--- src/rtl/sprite_blitter_pkg.sv ---
// Shared blitter definitions: opcodes, framebuffer geometry, FSM state encoding.
package sprite_blitter_pkg;

  localparam int unsigned FB_WIDTH  = 128;
  localparam int unsigned FB_HEIGHT = 64;
  localparam int unsigned FB_BYTES  = 1024;

  localparam logic [2:0] BLIT_OP_NOP    = 3'd0;
  localparam logic [2:0] BLIT_OP_SPRITE = 3'd1;
  localparam logic [2:0] BLIT_OP_CLEAR  = 3'd2;

  typedef enum logic [3:0] {
    S_IDLE, S_SFETCH, S_SWAIT, S_RDL, S_LWAIT, S_WRL,
    S_RDR, S_RWAIT, S_WRR, S_NEXT, S_CLEAR, S_DONE
  } blit_state_t;

  // Height 0 selects the 16x16 sprite: 16 rows of 2 bytes.
  function automatic logic [5:0] sprite_nbytes(input logic [3:0] height);
    return (height == 4'd0) ? 6'd32 : {2'b00, height};
  endfunction

endpackage

--- src/rtl/sprite_blitter_shifter.sv ---
// Splits one sprite byte across two framebuffer bytes for a given bit offset.
module sprite_shifter (
  input  logic [7:0] sprite_byte,
  input  logic [2:0] offset,
  output logic [7:0] left_mask,
  output logic [7:0] right_mask
);

  logic [15:0] spread;

  // Right half is byte << (8 - offset), which is zero when offset is zero.
  always_comb begin
    spread     = {sprite_byte, 8'h00} >> offset;
    left_mask  = spread[15:8];
    right_mask = spread[7:0];
  end

endmodule

--- src/rtl/sprite_blitter.sv ---
// XOR sprite blitter and clear engine for a 128x64 (or 64x32) 1-bit framebuffer.
module sprite_blitter
  import sprite_blitter_pkg::*;
(
  input  logic        clk,
  input  logic        rst_n,
  input  logic        hires,
  input  logic        blit_enable,
  input  logic [2:0]  blit_op,
  input  logic [11:0] blit_src,
  input  logic [3:0]  blit_srcHeight,
  input  logic [6:0]  blit_destX,
  input  logic [5:0]  blit_destY,
  output logic        spr_en,
  output logic [11:0] spr_addr,
  input  logic [7:0]  spr_data,
  output logic        fb_en,
  output logic        fb_wr,
  output logic [9:0]  fb_addr,
  output logic [7:0]  fb_din,
  input  logic [7:0]  fb_dout,
  output logic        blit_busy,
  output logic        blit_done,
  output logic        blit_collision
);

  blit_state_t state, state_next;

  logic        hires_q;
  logic [11:0] src_q;
  logic [3:0]  height_q;
  logic [6:0]  dest_x_q;
  logic [5:0]  dest_y_q;
  logic [5:0]  byte_idx;
  logic [9:0]  clr_cnt;
  logic [7:0]  spr_byte;
  logic [7:0]  fb_old;
  logic        collision;

  logic        wide;
  logic        last_byte;
  logic [6:0]  px;
  logic [5:0]  row;
  logic [3:0]  col_l, col_r;
  logic [9:0]  addr_l, addr_r;
  logic [7:0]  mask_l, mask_r;

  // In 16x16 mode odd bytes sit 8 pixels right and two bytes share a row.
  always_comb begin
    wide      = (height_q == 4'd0);
    last_byte = (byte_idx == sprite_nbytes(height_q) - 6'd1);
    px        = dest_x_q + ((wide && byte_idx[0]) ? 7'd8 : 7'd0);
    row       = dest_y_q + (wide ? {1'b0, byte_idx[5:1]} : byte_idx);
    col_l     = px[6:3];
    col_r     = px[6:3] + 4'd1;
    if (!hires_q) begin
      row[5]   = 1'b0;
      col_l[3] = 1'b0;
      col_r[3] = 1'b0;
    end
    addr_l = {row, col_l};
    addr_r = {row, col_r};
  end

  sprite_shifter u_shifter (
    .sprite_byte (spr_byte),
    .offset      (px[2:0]),
    .left_mask   (mask_l),
    .right_mask  (mask_r)
  );

  always_ff @(posedge clk or negedge rst_n) begin
    if (!rst_n) state <= S_IDLE;
    else        state <= state_next;
  end

  always_comb begin
    state_next = state;
    case (state)
      S_IDLE: begin
        if (blit_enable) begin
          case (blit_op)
            BLIT_OP_SPRITE: state_next = S_SFETCH;
            BLIT_OP_CLEAR:  state_next = S_CLEAR;
            default:        state_next = S_DONE;
          endcase
        end
      end
      S_SFETCH: state_next = S_SWAIT;
      S_SWAIT:  state_next = S_RDL;
      S_RDL:    state_next = S_LWAIT;
      S_LWAIT:  state_next = S_WRL;
      S_WRL:    state_next = S_RDR;
      S_RDR:    state_next = S_RWAIT;
      S_RWAIT:  state_next = S_WRR;
      S_WRR:    state_next = last_byte ? S_NEXT : S_SFETCH;
      S_NEXT:   state_next = S_DONE;
      S_CLEAR:  state_next = (clr_cnt == 10'h3FF) ? S_DONE : S_CLEAR;
      S_DONE:   state_next = S_IDLE;
      default:  state_next = S_IDLE;
    endcase
  end

  always_comb begin
    spr_en    = (state == S_SFETCH);
    spr_addr  = '0;
    fb_en     = 1'b0;
    fb_wr     = 1'b0;
    fb_addr   = '0;
    fb_din    = '0;
    if (state == S_SFETCH) spr_addr = src_q + {6'b0, byte_idx};
    case (state)
      S_RDL:   begin fb_en = 1'b1; fb_addr = addr_l; end
      S_LWAIT: fb_addr = addr_l;
      S_WRL:   begin fb_en = 1'b1; fb_wr = 1'b1; fb_addr = addr_l; fb_din = fb_old ^ mask_l; end
      S_RDR:   begin fb_en = 1'b1; fb_addr = addr_r; end
      S_RWAIT: fb_addr = addr_r;
      S_WRR:   begin fb_en = 1'b1; fb_wr = 1'b1; fb_addr = addr_r; fb_din = fb_old ^ mask_r; end
      S_CLEAR: begin fb_en = 1'b1; fb_wr = 1'b1; fb_addr = clr_cnt; end
      default: ;
    endcase
    blit_busy      = (state != S_IDLE);
    blit_done      = (state == S_DONE);
    blit_collision = collision;
  end

  always_ff @(posedge clk or negedge rst_n) begin
    if (!rst_n) begin
      hires_q   <= 1'b0;
      src_q     <= '0;
      height_q  <= '0;
      dest_x_q  <= '0;
      dest_y_q  <= '0;
      byte_idx  <= '0;
      clr_cnt   <= '0;
      spr_byte  <= '0;
      fb_old    <= '0;
      collision <= 1'b0;
    end else begin
      case (state)
        S_IDLE: begin
          if (blit_enable) begin
            hires_q  <= hires;
            src_q    <= blit_src;
            height_q <= blit_srcHeight;
            dest_x_q <= blit_destX;
            dest_y_q <= blit_destY;
            byte_idx <= '0;
            clr_cnt  <= '0;
            // NOP and undefined opcodes keep the previous collision result.
            if (blit_op == BLIT_OP_SPRITE || blit_op == BLIT_OP_CLEAR) collision <= 1'b0;
          end
        end
        S_SWAIT: spr_byte <= spr_data;
        S_LWAIT: fb_old   <= fb_dout;
        S_RWAIT: fb_old   <= fb_dout;
        S_WRL:   collision <= collision | (|(fb_old & mask_l));
        S_WRR: begin
          collision <= collision | (|(fb_old & mask_r));
          byte_idx  <= byte_idx + 6'd1;
        end
        S_CLEAR: clr_cnt <= clr_cnt + 10'd1;
        default: ;
      endcase
    end
  end

endmodule
--- config.mk ---
export PLATFORM = sky130hd
export DESIGN_NAME = sprite_blitter
export DESIGN_NICKNAME = d
export VERILOG_FILES = /design/src/rtl/sprite_blitter_pkg.sv /design/src/rtl/sprite_blitter_shifter.sv /design/src/rtl/sprite_blitter.sv
export SDC_FILE = /design/constraint.sdc
export NUM_CORES = 1
export LEC_CHECK = 0
export CAP_MARGIN = 30
export CORE_MARGIN = 3
export CORE_UTILIZATION = 50
export DETAILED_ROUTE_END_ITERATION = 6
export HOLD_SLACK_MARGIN = 0.05
export PLACE_DENSITY = 0.8
export SLEW_MARGIN = 20
export SYNTH_ARGS = -nofsm -noshare
export SYNTH_HDL_FRONTEND = slang
export SYNTH_SLANG_ARGS = --single-unit
--- constraint.sdc ---
create_clock -name clk -period 5.05 [get_ports clk]
set_clock_uncertainty 0.1 [all_clocks]
set_input_delay 0.505 -clock clk [delete_from_list [all_inputs] [get_ports clk]]
set_output_delay 0.505 -clock clk [all_outputs]
set_load 0.02 [all_outputs]
# [Yosys cells after proc, flatten, opt, wreduce, memory -nomap -nowiden]
# Index checks and enable logic that the tools add are counted.
[classes] shifts=1 n_bitwise=6 n_mux=23 n_eq_ne=17 addsub=7 n_reduce_logical=19
[ops] cell="4-bit case mux with 11 select lines" count=1
[ops] cell="10-bit case mux with 3 select lines" count=1
[ops] cell="10-bit case mux with 2 select lines" count=1
[ops] cell="6-bit two-way mux" count=3
[ops] cell="8-bit AND" count=2
[ops] cell="4-bit by 3-bit equality test with 1-bit output (second input constant)" count=4
[ops] cell="4-bit equality test (second input constant)" count=4
[ops] cell="8-bit case mux with 2 select lines" count=1
[ops] cell="8-bit OR reduction" count=2
[ops] cell="16-bit by 3-bit >> shifter with 16-bit output" count=1
[ops] cell="8-bit XOR" count=2
[ops] cell="12-bit by 6-bit adder with 12-bit output" count=1
[ops] cell="12-bit two-way mux" count=1
[ops] cell="4-bit two-way mux" count=3
[ops] cell="6-bit case mux with 2 select lines" count=1
[ops] cell="10-bit by 1-bit adder with 10-bit output (second input constant)" count=1
[ops] cell="10-bit equality test (second input constant)" count=1
[ops] cell="10-bit two-way mux" count=1
[ops] cell="3-bit OR reduction" count=3
[ops] cell="4-bit by 2-bit equality test with 1-bit output (second input constant)" count=2
[ops] cell="4-bit logical NOT" count=2
[ops] cell="1-bit two-way mux" count=8
[ops] cell="4-bit case mux with 2 select lines" count=1
[ops] cell="7-bit by 4-bit adder with 7-bit output" count=1
[ops] cell="20 further kinds" count=25
[totals] register_bits=67 wordCells=84

# [Depth between registers and ports, before layout]
[depth] word_depth=9 ltp_mapped=11 ltp_nobuf=10

# [Modules after synthesis]
# Synthesis repeated with hierarchy kept, for this count alone.
[unflattened] hier_cells=491 hier_area_um2=4728.3
[modules_own_cells] module="sprite_blitter" area_per_inst_um2=4398.0 cells_each=447 n_inst=1 seq_area_each_um2=1676.6
[modules_own_cells] module="sprite_shifter" area_per_inst_um2=330.3 cells_each=44 n_inst=1 seq_area_each_um2=0.0

# [Least setup slack after synthesis]
# Ideal clock, no wire load.
[synth_timing] path_kind="register to output" from="reg height_q[0]" to="out fb_addr[8]" arrival_time_ns=2.799 path_buffers=1 stages_incl_launch_ff=12 slack_ns=1.646 required_time_ns=4.445 path_cell_list="dfrtp_1 > inv_1 > ha_1 > or3b_1 > clkbuf_1 > mux2_2 > ha_1 > fa_1 > a21o_1 > a21oi_1 > xnor2_1 > a22o_1"
[synth_via] elab_chain_len=4
[synth_lines] element="from (decl)" line_no="sprite_blitter.sv:31" source="logic [3:0] height_q;"
[synth_lines] element="from (signal assigned)" line_no="sprite_blitter.sv:145" source="height_q <= blit_srcHeight;"
[synth_lines] element="4-bit logical NOT" line_no="sprite_blitter.sv:50" source="wide = (height_q == 4'd0);"
[synth_lines] element="6-bit two-way mux" line_no="sprite_blitter.sv:53" source="row = dest_y_q + (wide ? {1'b0, byte_idx[5:1]} : byte_idx);"
[synth_lines] element="6-bit adder" line_no="sprite_blitter.sv:53"
[synth_lines] element="10-bit case mux with 3 select lines" line_no="sprite_blitter.sv:112" source="case (state)"
[synth_lines] element="to (decl)" line_no="sprite_blitter.sv:19" source="output logic [9:0] fb_addr,"
# No other way between the ends.

# [Final worst setup path]
[layout_timing] from="reg height_q[1]" to="out fb_addr[8]"
# The elaborated chain is that of the path after synthesis.

==> flow_summary.toml <==
[run_status]
outcome = "finished, final reports clean"

[clock_tree]
clock_path_buffers = 2
cts_tree = "done"
cts_buffers = 9
insertion_delay_ns = 0.35
cts_sinks = 67
htree_levels = 3
clk_pin_slew_worst_paths_ns = 0.08
hold_buffers = 0
cts-root-buf = "clkbuf_8"
cts_resized = 0
post-cts-setup-buffers = 0

[sta]
fin_ws_ns = 0.6402
tns_ns = 0
rsz0062_at_grt = "false"
max_freq_mhz = 226.8
tightest_slew_ns = 0.8874
finalMaxSlewViolations = 0
period_share_pct = 87.32
max-slew-margin-rel_pct = 40.59
hold_viol = 0
fin_crit_ns = 4.410
setup_viol = 0

[synth]
syn_avg_cell_area_sq_um = 9.805
ys.warnings.count = 0
synth_top_family_by_area = "compound AO/OA/AOI/OAI gates"
synthDistinctLibCells = 60
synthTopCellsByArea = "dfrtp_1, mux2_2, ha_1, o21ai_0, xnor2_1"
yosysSeqAreaShare_pct = 35.85
synth.net_count = 548
synth-compound-area-share_pct = 18.27
synthXorXnorAreaFrac_pct = 4.494
syn-instance-count = 477
syn-cell-area_sq_um = 4677
yosys_register_bits = 67
synth_flop_cell = "dfrtp_1"
async_reset_ff_share_pct = 100.0
synth_edf_count = 0
yosys.area.top_type_share_pct = 35.85
synthAdderAreaFrac_pct = 5.404
synthTopCellsByCount = "dfrtp_1, mux2_2, nand2_1"
synthMuxAreaShare_pct = 17.34
yosysTopAreaCell = "dfrtp_1"
yosysMostFrequentCell = "dfrtp_1"
yosys.area_share.simple_pct = 15.81

[layout]
diodes = 0
drive_gt1_share_pct = 16.37
syn_to_final_growth_pct = 24.69
layout.nets = 628
final_cells = 670
postLayoutCoreUtil_pct = 65.59

[place]
gp_congestion = 0.9498
hpwl_microns = 8695
dp.cells = 654
dpl_worst_slack_ns = 1.023
portBuffers = 87

[pwr]
power_frac_seq_pct = 31.0
pwr-share-comb_pct = 55.4
vdd_drop_max_v = 0.0002655
clock_power_share_pct = 13.5
powerDensity_nw_per_um2 = 640.8
p_leak_uw = 0.002466
power.total_uw = 3737
p_sw_uw = 1622
intPower_uw = 2115
swShare_pct = 43.40

[critical_path]
critical_path.max_fanout = 10
endpoint_kind = "output pin"
cp_slowest_cell = "clkdlybuf4s50_1"
path_common_cell = "ha_1"
crit_path_max_incr_delay_ns = 0.62
cp.arrival_ns = 3.80
crit_type = "register to output pin"
startpoint_type = "register"
cp_cell_sequence = "inv_1, ha_1, or3b_1, mux2_2, ha_1, fa_1, a21o_1, a21oi_1, xnor2_1, a22o_1, clkdlybuf4s50_1"
required_ns = 4.45

[global_routing]
grt_first_pass_wirelength_microns = 19380
grt_max_degree = 68
grt_pass1_vias = 3876
antenna_found_initial = 0
grt_overflow = 0
grtUsageTotal_pct = 23.32

[route]
dr.pass1.iters = 5
first_iter_violations = 275
viasPerCell = 6.091
vias = 4081
ant_nets = 0
avgRoutedWirePerCell_microns = 17.61
drc_errors = 0
totalWireLength_microns = 11800

[job]
cap_violations = 0

[die]
pin_count = 88
initial_core_util_pct = 52.60
dieArea_sq_um = 10550
die_x_microns = 102.7
fp-row-count = 34
core_area_sq_um = 8891
die_h_microns = 102.7

[hold_path]
hp-class = "input port to asynchronous set/reset pin"
==> registers in the layout, indices dropped and copies added (netlist names) <==
name,flops
src_q,12
clr_cnt,10
fb_old,8
spr_byte,8
dest_x_q,7
byte_idx,6
dest_y_q,6
height_q,4
state,4
blit_collision,1
hires_q,1
==> stage by stage <==
step | hold slack (ns) | cell area, sq um
finish | 0.2458 | 5832
CTS | 0.2809 | 5832
floorplan | 0.1094 | 4677
global placement | 0.4054 | 5609
detailed placement | 0.4098 | 5609
global route | 0.3288 | 5832
==> power by group through the flow <==
stage               clock network, uW  registers (uW)  logic [uW]
global route                      539            1210        2260
floorplan                           0             972        1600
finish                            505            1160        2070
detailed placement                  0            1160        2050
CTS                               516            1150        2070
global placement                    0            1140        2000
==> cell families after synthesis <==
kind of cell    after synthesis
compound gates              127
xor+xnor                     24
fa+ha+maj                    19
buf+inv                      32
flops                        67
mux                          67
simple gates                141
==> critical path, delay by kind of cell, from the launching register on <==
kind / cells / cell delay (ns)
fa+ha+maj: 3 / 0.81
buf+inv: 2 / 0.71
simple gates: 1 / 0.55
compound gates: 3 / 0.47
flops: 1 / 0.44
mux: 1 / 0.34
xor+xnor: 1 / 0.13
==> layout by cell type, fill, tap and decap left out, types with 5 or more instances in the layout <==
cell             count
a22o_1               6
nand3_1             10
mux4_2               5
mux2_2              58
clkbuf_8             9
inv_1               10
nor3_1              11
o21ai_0             32
a31oi_1              7
nor2_1              32
nand2_1             36
xor2_1               7
o21a_1               8
ha_1                17
dfrtp_1             67
and2_1               5
and3_1              11
nand4_1              6
a21o_1               9
a21oi_1             24
o31ai_1              5
clkdlybuf4s50_1     86
a311oi_1             6
nand2b_1             7
xnor2_1             17
==> path summary, 6_finish.rpt <==
check                                   startpoint                          to  slack, ns  cells past startpoint
setup / recovery           height_q[1]$_DFFE_PN0P_                  fb_addr[8]       0.64                     11
hold / removal                               rst_n     spr_byte[2]$_DFFE_PN0P_       0.25                      2
setup reg to reg           dest_x_q[0]$_DFFE_PN0P_  blit_collision$_DFFE_PN0P_       2.42                      5
hold reg to reg               src_q[0]$_DFFE_PN0P_        src_q[0]$_DFFE_PN0P_       0.42                      1
max in group asynchronous                    rst_n  blit_collision$_DFFE_PN0P_       4.06                      2
min in group clk              src_q[0]$_DFFE_PN0P_        src_q[0]$_DFFE_PN0P_       0.42                      1
==> area by class of cell <==
class	count	area (sq um)
Sequential cell	67	1677
Fill cell	725	3059
Clock inverter	7	98.84
Multi-Input combinational cell	378	2868
Tap cell	108	135.1
Clock buffer	9	123.9
Inverter	11	41.29
Timing Repair Buffer	90	888.4
==> layer usage <==
metal  up-vias  wire (microns)  GRT usage [%]
met5         -               0              0
met4         0             176          7.568
met3        16             689          3.721
met2       150            5612          36.25
met1      1969            5320          33.41
li1       1946               -              -
Power figures use the tool's default switching activity.
